`src/rtl/elevator_request_queue.sv`:
```
// elevator_request_queue: pending-floor register for the elevator call path.
// Button presses (synchronized, edge-detected) and encoded port requests set
// floor bits; cab arrivals clear them. Clear wins over a same-cycle set.
// Optional macro REQ_DEBOUNCE_EN: per-button debounce counter between the
// synchronizer and the edge detector.

// Per-floor button lane: 2-flop synchronizer, optional debounce, rising edge.
module erq_btn_lane #(
  parameter int DEBOUNCE_CYCLES = 4
) (
  input  logic clk_i,
  input  logic reset_i,
  input  logic btn_i,
  output logic edge_o
);
  if (DEBOUNCE_CYCLES < 1) begin : g_bad_deb
    $error("DEBOUNCE_CYCLES must be at least 1");
  end

  logic sync1_q, sync2_q, prev_q;
  logic lvl;

`ifdef REQ_DEBOUNCE_EN
  localparam int CW = $clog2(DEBOUNCE_CYCLES + 1);
  logic [CW-1:0] cnt_q, cnt_d;
  logic          deb_q, deb_d;

  // Debounced level flips only after DEBOUNCE_CYCLES consecutive disagreements.
  always_comb begin
    deb_d = deb_q;
    cnt_d = '0;
    if (sync2_q != deb_q) begin
      if (cnt_q == CW'(DEBOUNCE_CYCLES - 1)) deb_d = sync2_q;
      else                                   cnt_d = cnt_q + 1'b1;
    end
  end

  // Debounce state registers.
  always_ff @(posedge clk_i) begin
    if (reset_i) begin
      cnt_q <= '0;
      deb_q <= 1'b0;
    end else begin
      cnt_q <= cnt_d;
      deb_q <= deb_d;
    end
  end

  assign lvl = deb_q;
`else
  assign lvl = sync2_q;
`endif

  // Synchronizer and previous-level flop; reset to 0 so a held button
  // produces one edge after reset releases.
  always_ff @(posedge clk_i) begin
    if (reset_i) begin
      sync1_q <= 1'b0;
      sync2_q <= 1'b0;
      prev_q  <= 1'b0;
    end else begin
      sync1_q <= btn_i;
      sync2_q <= sync1_q;
      prev_q  <= lvl;
    end
  end

  assign edge_o = lvl & ~prev_q;
endmodule

module elevator_request_queue #(
  parameter int NUM_FLOORS      = 7,
  parameter int FLOOR_W         = 3,
  parameter int DEBOUNCE_CYCLES = 4
) (
  input  logic                  clk_i,
  input  logic                  reset_i,
  input  logic [NUM_FLOORS-1:0] btn_i,
  input  logic                  req_valid_i,
  input  logic [FLOOR_W-1:0]    req_floor_i,
  output logic                  req_ready_o,
  output logic                  req_err_o,
  input  logic                  arrive_valid_i,
  input  logic [FLOOR_W-1:0]    arrive_floor_i,
  output logic                  service_ack_o,
  output logic [NUM_FLOORS-1:0] queue_status_o,
  output logic                  queue_empty_o,
  output logic [FLOOR_W-1:0]    req_count_o
);
  if ((1 << FLOOR_W) <= NUM_FLOORS) begin : g_bad_w
    $error("FLOOR_W too narrow for NUM_FLOORS");
  end

  logic [NUM_FLOORS-1:0] btn_edge, set_vec, clr_vec;
  logic [NUM_FLOORS-1:0] status_q, status_d;
  logic [FLOOR_W-1:0]    count_q, count_d;
  logic                  empty_q, empty_d;
  logic                  ready_q, err_q, err_d, ack_q, ack_d;
  logic                  req_acc;

  for (genvar g = 0; g < NUM_FLOORS; g++) begin : g_lane
    erq_btn_lane #(.DEBOUNCE_CYCLES(DEBOUNCE_CYCLES)) u_lane (
      .clk_i  (clk_i),
      .reset_i(reset_i),
      .btn_i  (btn_i[g]),
      .edge_o (btn_edge[g])
    );
  end

  assign req_acc = req_valid_i & ready_q;

  // Decode sets/clears, form next vector and its derived count/empty flags.
  // Out-of-range floors match no bit, so they neither set nor clear.
  always_comb begin
    set_vec = '0;
    clr_vec = '0;
    for (int i = 0; i < NUM_FLOORS; i++) begin
      set_vec[i] = btn_edge[i] | (req_acc && (req_floor_i == FLOOR_W'(i)));
      clr_vec[i] = arrive_valid_i && (arrive_floor_i == FLOOR_W'(i));
    end
    status_d = (status_q | set_vec) & ~clr_vec;
    count_d  = '0;
    for (int i = 0; i < NUM_FLOORS; i++) begin
      count_d = count_d + FLOOR_W'(status_d[i]);
    end
    empty_d = (status_d == '0);
    ack_d   = |(clr_vec & status_q);
    err_d   = req_acc && (req_floor_i >= FLOOR_W'(NUM_FLOORS));
  end

  // State and output registers; ready rises one cycle after reset drops.
  always_ff @(posedge clk_i) begin
    if (reset_i) begin
      status_q <= '0;
      count_q  <= '0;
      empty_q  <= 1'b1;
      ready_q  <= 1'b0;
      err_q    <= 1'b0;
      ack_q    <= 1'b0;
    end else begin
      status_q <= status_d;
      count_q  <= count_d;
      empty_q  <= empty_d;
      ready_q  <= 1'b1;
      err_q    <= err_d;
      ack_q    <= ack_d;
    end
  end

  assign req_ready_o    = ready_q;
  assign req_err_o      = err_q;
  assign service_ack_o  = ack_q;
  assign queue_status_o = status_q;
  assign queue_empty_o  = empty_q;
  assign req_count_o    = count_q;
endmodule

```
`config.mk`:
```
export PLATFORM = sky130hd
export DESIGN_NAME = elevator_request_queue
export DESIGN_NICKNAME = d
export VERILOG_FILES = /design/src/rtl/elevator_request_queue.sv
export SDC_FILE = /design/constraint.sdc
export NUM_CORES = 1
export LEC_CHECK = 0
export BUFFER_PORTS_ARGS = -buffer_cell sky130_fd_sc_hd__clkbuf_2
export CORE_AREA = 2 2 55 57
export DETAILED_ROUTE_END_ITERATION = 12
export DIE_AREA = 0 0 57 59
export HOLD_SLACK_MARGIN = 0.03
export PLACE_DENSITY = 0.73
export SLEW_MARGIN = 20
export SYNTH_ARGS = -nofsm -noshare
export SYNTH_HDL_FRONTEND = slang
export SYNTH_SLANG_ARGS = --single-unit
```
`constraint.sdc`:
```
create_clock -name clk_i -period 3.9 [get_ports clk_i]
set_clock_uncertainty 0.15 [all_clocks]
set_input_delay 0.195 -clock clk_i [delete_from_list [all_inputs] [get_ports clk_i]]
set_output_delay 0.195 -clock clk_i [all_outputs]
set_load 0.03 [all_outputs]
```
* Word-level counts from Yosys, hierarchy flattened *
Index checks and enable logic that the tools add are counted.

storage, ports and cells
  bits in registers = 35
  input bits = 17
  word-level logic and storage cells = 92
  output and inout port bits = 14

operators by class
  $add $sub $neg = 6
  bitwise operators = 26
  muxes and demuxes = 1
  reduce and logical (&&, ||, !) cells = 19
  $lt $le $gt $ge = 1
  equality and inequality tests = 12

operator list
  kind                                            number
  == test 3 bit (second input constant)           6
  logical AND 1 bit                               15
  bitwise AND 7 bit                               2
  adder 3 x 1 -> 3 bit                            4
  == test 3 x 2 -> 1 bit (second input constant)  4
  bitwise AND 1 bit                               8
  zero test 7 bit                                 1
  NOT 1 bit                                       7
  NOT 7 bit                                       1
  OR 1 bit                                        7
  OR 7 bit                                        1
  OR reduction 7 bit                              1
  == test 3 x 1 -> 1 bit (second input constant)  2
  zero test 3 bit                                 2
  adder 2 x 1 -> 3 bit                            1
  >= comparator 3 bit (second input constant)     1
  adder 1 x 1 -> 2 bit                            1
  2-to-1 mux 1 bit                                1

* Depth between registers and ports, before layout *
  depth in word-level cells = 11
  mapped depth = 11
  depth with buffers taken out = 11

* By module *
A second synthesis with hierarchy kept.

unflattened totals
  cell total of the unflattened synthesis = 128
  area total of the unflattened synthesis = 1352.5 um^2

modules (own cells, without submodules)
  module                  seq. area each (um^2)  cells each  instances  area each (um^2)
  elevator_request_queue  280.3                  79          1          739.5
  erq_btn_lane            60.1                   7           7          87.6

* Least setup slack after synthesis *
No wires, ideal clock.

  path kind = register -> register
  from = reg ready_q (netlist: req_ready_o)
  to = reg count_q[1] (netlist: req_count_o[1])
  data arrival time = 3.022 ns
  setup time = 0.128 ns
  data required time = 3.622 ns
  stages on the path, launching flop included = 12
  buffers on the path = 0
  period minus slack after synthesis = 3.300 ns
  slack = 0.600 ns
  cell sequence = dfxtp_1 > nand3b_4 > nor3_1 > o32ai_1 > inv_1 > fa_1 > inv_1 > fa_1 > fa_1 > inv_1 > fa_1 > nor2b_1

on the way
  word-level cells in the longest chain between the ends = 11
  elaborated cells between the ends (all ways) = 23
  classes of those cells = 6 x add/sub; 10 x bitwise; 7 x reduce/logical

RTL lines
  item                               RTL line  source
  start: declaration                 98        logic ready_q, err_q, err_d, ack_q, ack_d;
  start signal: assignment           137       ready_q <= 1'b0;
  start signal: assignment           144       ready_q <= 1'b1;
  bitwise AND 1 bit                  110       assign req_acc = req_valid_i & ready_q;
  logical AND 1 bit                  118       set_vec[i] = btn_edge[i] | (req_acc && (req_floor_i == FLOOR_W'(i)));
  OR 1 bit                           118
  OR 7 bit                           121       status_d = (status_q | set_vec) & ~clr_vec;
  bitwise AND 7 bit                  121
  net status_d[0]                    95        logic [NUM_FLOORS-1:0] status_q, status_d;
  adder 1 x 1 -> 2 bit               124       count_d = count_d + FLOOR_W'(status_d[i]);
  adder 2 x 1 -> 3 bit               124
  adder 3 x 1 -> 3 bit (4 in a row)  124
  net count_d[1]                     96        logic [FLOOR_W-1:0] count_q, count_d;
  end signal: assignment             142       count_q <= count_d;
  end: declaration                   96

The timed path passes the listed nets, and every way through them passes these cells.
A chain may end at the register's enable or synchronous reset.

* Final worst setup path *
  from = in req_floor_i[1]
  to = reg count_q[1] (netlist: req_count_o[1])

on the way
  word-level cells in the longest chain between the ends = 11
  elaborated cells between the ends (all ways) = 29
  classes of those cells = 6 x add/sub; 6 x eq/ne; 9 x bitwise; 8 x reduce/logical

RTL lines
  item                               RTL line  source
  start: declaration                 80        input logic [FLOOR_W-1:0] req_floor_i,
  == test 3 x 1 -> 1 bit             118
  logical AND 1 bit                  118
  OR 1 bit                           118
  OR 7 bit                           121
  bitwise AND 7 bit                  121
  net status_d[1]                    95
  adder 1 x 1 -> 2 bit               124
  adder 2 x 1 -> 3 bit               124
  adder 3 x 1 -> 3 bit (4 in a row)  124
  net count_d[1]                     96

The timed path passes the listed nets, and every way through them passes these cells.

==> results.md <==
* Sw Share at 0.2840
* Largest net degree at the start of global routing at 34
* Mapped Avg Cell Area at 10.06 sq um
* Clock Pin Slew Worst Setup and Hold Paths at 0.09 ns
* Max FO, Critical Path at 5
* Max Cap Viol at 0
* Via-per-instance ratio at about 5
* Die H at 59 um
* H-tree Lvls at 2
* Critical Path AT at 3.58 ns
* Slew @ Worst Pin at 0.6044 ns
* Setup crit end kind: flip-flop
* Clock power frac at 0.254
* Ant diodes at 0
* Syn_nets at 155
* Fin area at 1675 sq um
* Std-Cell Core Area at 2710 sq um
* Cells after synthesis at 133
* Pint at 0.5093 mW
* Pwr/cell area at 424.6 nW/um^2
* Unrepaired setup endpoints after global routing: no
* Initial antenna violation count at 0
* Clk_lat worst skew at 0.33 ns
* CTS sink cnt at 35
* CTS tree: yes
* Placer Congestion at 0.9146
* FMAX at 284.0 MHz
* Die W at 57 um
* Remaining antenna violation count at 0
* Post-CTS setup buffer count at 0
* Starting density of the core at 0.4935
* Startpoint types: primary input
* Part of the Yosys area used for sequential elements at 0.5239
* Setup CP Type: in2reg
* Crit path launch: req_floor_i[1]
* Sequential share of power at 0.547
* I/O pin count at 31
* DP Area at 1515 sq um
* Flops & latches, synth at 35
* Synth cell types at 26
* Nets at 200
* WL per Instance at 11.49 um
* DR DRC count at 0
* Aggregate global routing overflow at 0
* Post-CTS Resized at 0
* Outcome: completed
* Hold Path Class: in2reg
* Shortest period the worst path allows at 3.521 ns
* Slew Viols, Final at 0
* R2R Path Start: req_ready_o
* Min-Delay Startpoint: arrive_floor_i[0]
* GRT Util Overall at 0.1692
* Sw power at 0.2020 mW
* Leak Pwr at around 0.76 nW
* Maximum VDD drop at 0.0003327 V
* Synth Warn # at 0
* Final Setup Violations at 0
* Port Buffer Count at 30
* Post-DP HPWL at 1778 um
* DRT iter0 DRCs at 30
* Hold-fix buffers, CTS at 11
* CTS buffer count at 5
* Vias in the first global route at 1,017
* First-pass GRT wire length at approximately 4200 um
* Layout cell share with drive strength beyond 1 at 0.2402
* Full die area at 3363 sq um
* First-pass DRT Iterations at 4
* Area Overhead vs Synth at 25.26%
* Synthesized area at 1338 sq um
* Worst endpoint required time at 3.96 ns
* Tcrit/Tclk final at 0.9028
* Rel. slew slack at 0.5971
* Final Hold Viols at 0
* CTS max path bufs at 2
* Overall routed net length at 2412 um
* Via Count at 1,032
* Combinational share of power at 0.199
* Fillers at 257
* Final TNS setup at 0 ns
* Site row count at 19
* Root Buffer: clkbuf_4
worst max-delay path, stage by stage:
cell           delay, ns
dlygate4sd3_1       0.54
clkbuf_2            0.15
nand2b_1            0.13
nor2_1              0.05
o32ai_1             0.44
inv_1               0.12
fa_1                0.49
inv_1               0.05
fa_1                0.44
fa_1                0.36
inv_1               0.08
fa_1                0.40
nor2b_1             0.13
power groups by stage:
| stage | clock (mW) | sequential [mW] | combinational (mW) |
|---|---|---|---|
| floorplan | 0 | 0.426 | 0.0649 |
| global placement | 0 | 0.397 | 0.131 |
| detailed placement | 0 | 0.398 | 0.134 |
| CTS | 0.190 | 0.390 | 0.143 |
| global route | 0.207 | 0.392 | 0.158 |
| finish | 0.181 | 0.389 | 0.141 |
layout by cell type, fill, tap and decap left out, types with 3 or more instances in the layout:
| master | n |
|---|---|
| nand2_1 | 4 |
| clkbuf_4 | 5 |
| nor3_1 | 4 |
| fa_1 | 4 |
| dlygate4sd3_1 | 11 |
| clkbuf_2 | 30 |
| nor2_1 | 16 |
| dfxtp_1 | 35 |
| nand2b_1 | 6 |
| or2_2 | 3 |
| nor2b_1 | 25 |
| inv_1 | 12 |
area by class of cell:
cell class	instances	area (sq um)	area share
multi-input combinational	83	580.6	0.3465
timing repair buffer	41	260.3	0.1553
clock inverter	1	5.005	0.002987
tap	31	38.79	0.02315
sequential	35	700.7	0.4182
inverter	12	45.04	0.02689
clock buffer	7	45.04	0.02689
registers in the layout, indices dropped and copies added, names as in the netlist:
signal                 flops
g_lane.u_lane.lvl          7
g_lane.u_lane.prev_q       7
g_lane.u_lane.sync1_q      7
queue_empty_o              1
queue_status_o             7
req_count_o                3
req_err_o                  1
req_ready_o                1
service_ack_o              1
Yosys cell counts:
cell type  instances  area share
a211oi_1           1      0.0056
a21oi_1            1      0.0037
and2_1             1      0.0047
clkbuf_1           3      0.0084
dfxtp_1           35        0.52
fa_1               4       0.060
ha_1               1      0.0094
inv_1             12       0.034
mux2i_1            2       0.015
nand2_1            4       0.011
nand2b_1           6       0.028
nand3_1            1      0.0037
nand3b_4           1       0.015
nor2_1            16       0.045
nor2b_1           25        0.12
nor3_1             4       0.015
nor3b_1            1      0.0056
o21ai_0            2      0.0075
o221a_2            2       0.017
o22ai_1            1      0.0047
o311a_1            1      0.0075
o32a_1             2       0.015
o32ai_1            2       0.013
o41ai_2            1       0.012
or2_1              1      0.0047
or2_2              3       0.014
final timing paths:
kind                               end  depth (start not counted)  slack [ns]
hold / removal           service_ack_o                          4        0.16
setup / recovery        req_count_o[1]                         13        0.38
hold reg to reg   g_lane[5].u_lane.lvl                          1        0.29
setup reg to reg        req_count_o[1]                         11        0.49
per-stage QoR:
| stage | total power, mW | setup slack [ns] | instances | hold WS, ns | utilization |
|---|---|---|---|---|---|
| 2_1_floorplan | 0.4912 | 0.5999 | 133 | 0.1166 | - |
| 4_1_cts | 0.7230 | 0.4188 | 210 | 0.1355 | 0.6182 |
| 6_report | 0.7113 | 0.3790 | 210 | 0.1592 | 0.6182 |
| 3_5_place_dp | 0.5323 | 0.5209 | 191 | 0.2630 | 0.5591 |
| 3_3_place_gp | 0.5279 | 0.6448 | 191 | 0.2533 | 0.5591 |
| 5_1_grt | 0.7575 | 0.2345 | 210 | 0.1653 | 0.6182 |
logic make-up (layout without fill, tap and decap cells):
family,count (synthesis),count (layout),share of synthesized area
and+or+nand+nor,63,63,0.2638
DFF,35,35,0.5239
buffers and inverters,15,61,0.04209
AOI/OAI and AO/OA,13,13,0.08607
adders and majority gates,5,5,0.06922
muxes,2,2,0.01497
routing by layer:
metal,GRT usage,vias to the layer above,share of wire
li1,-,519,-
met1,0.1846,451,0.44
met2,0.2709,49,0.45
met3,0.07860,13,0.076
met4,0.09967,0,0.033
met5,0,-,0
No activity file was read; power rests on OpenSTA's default activity.
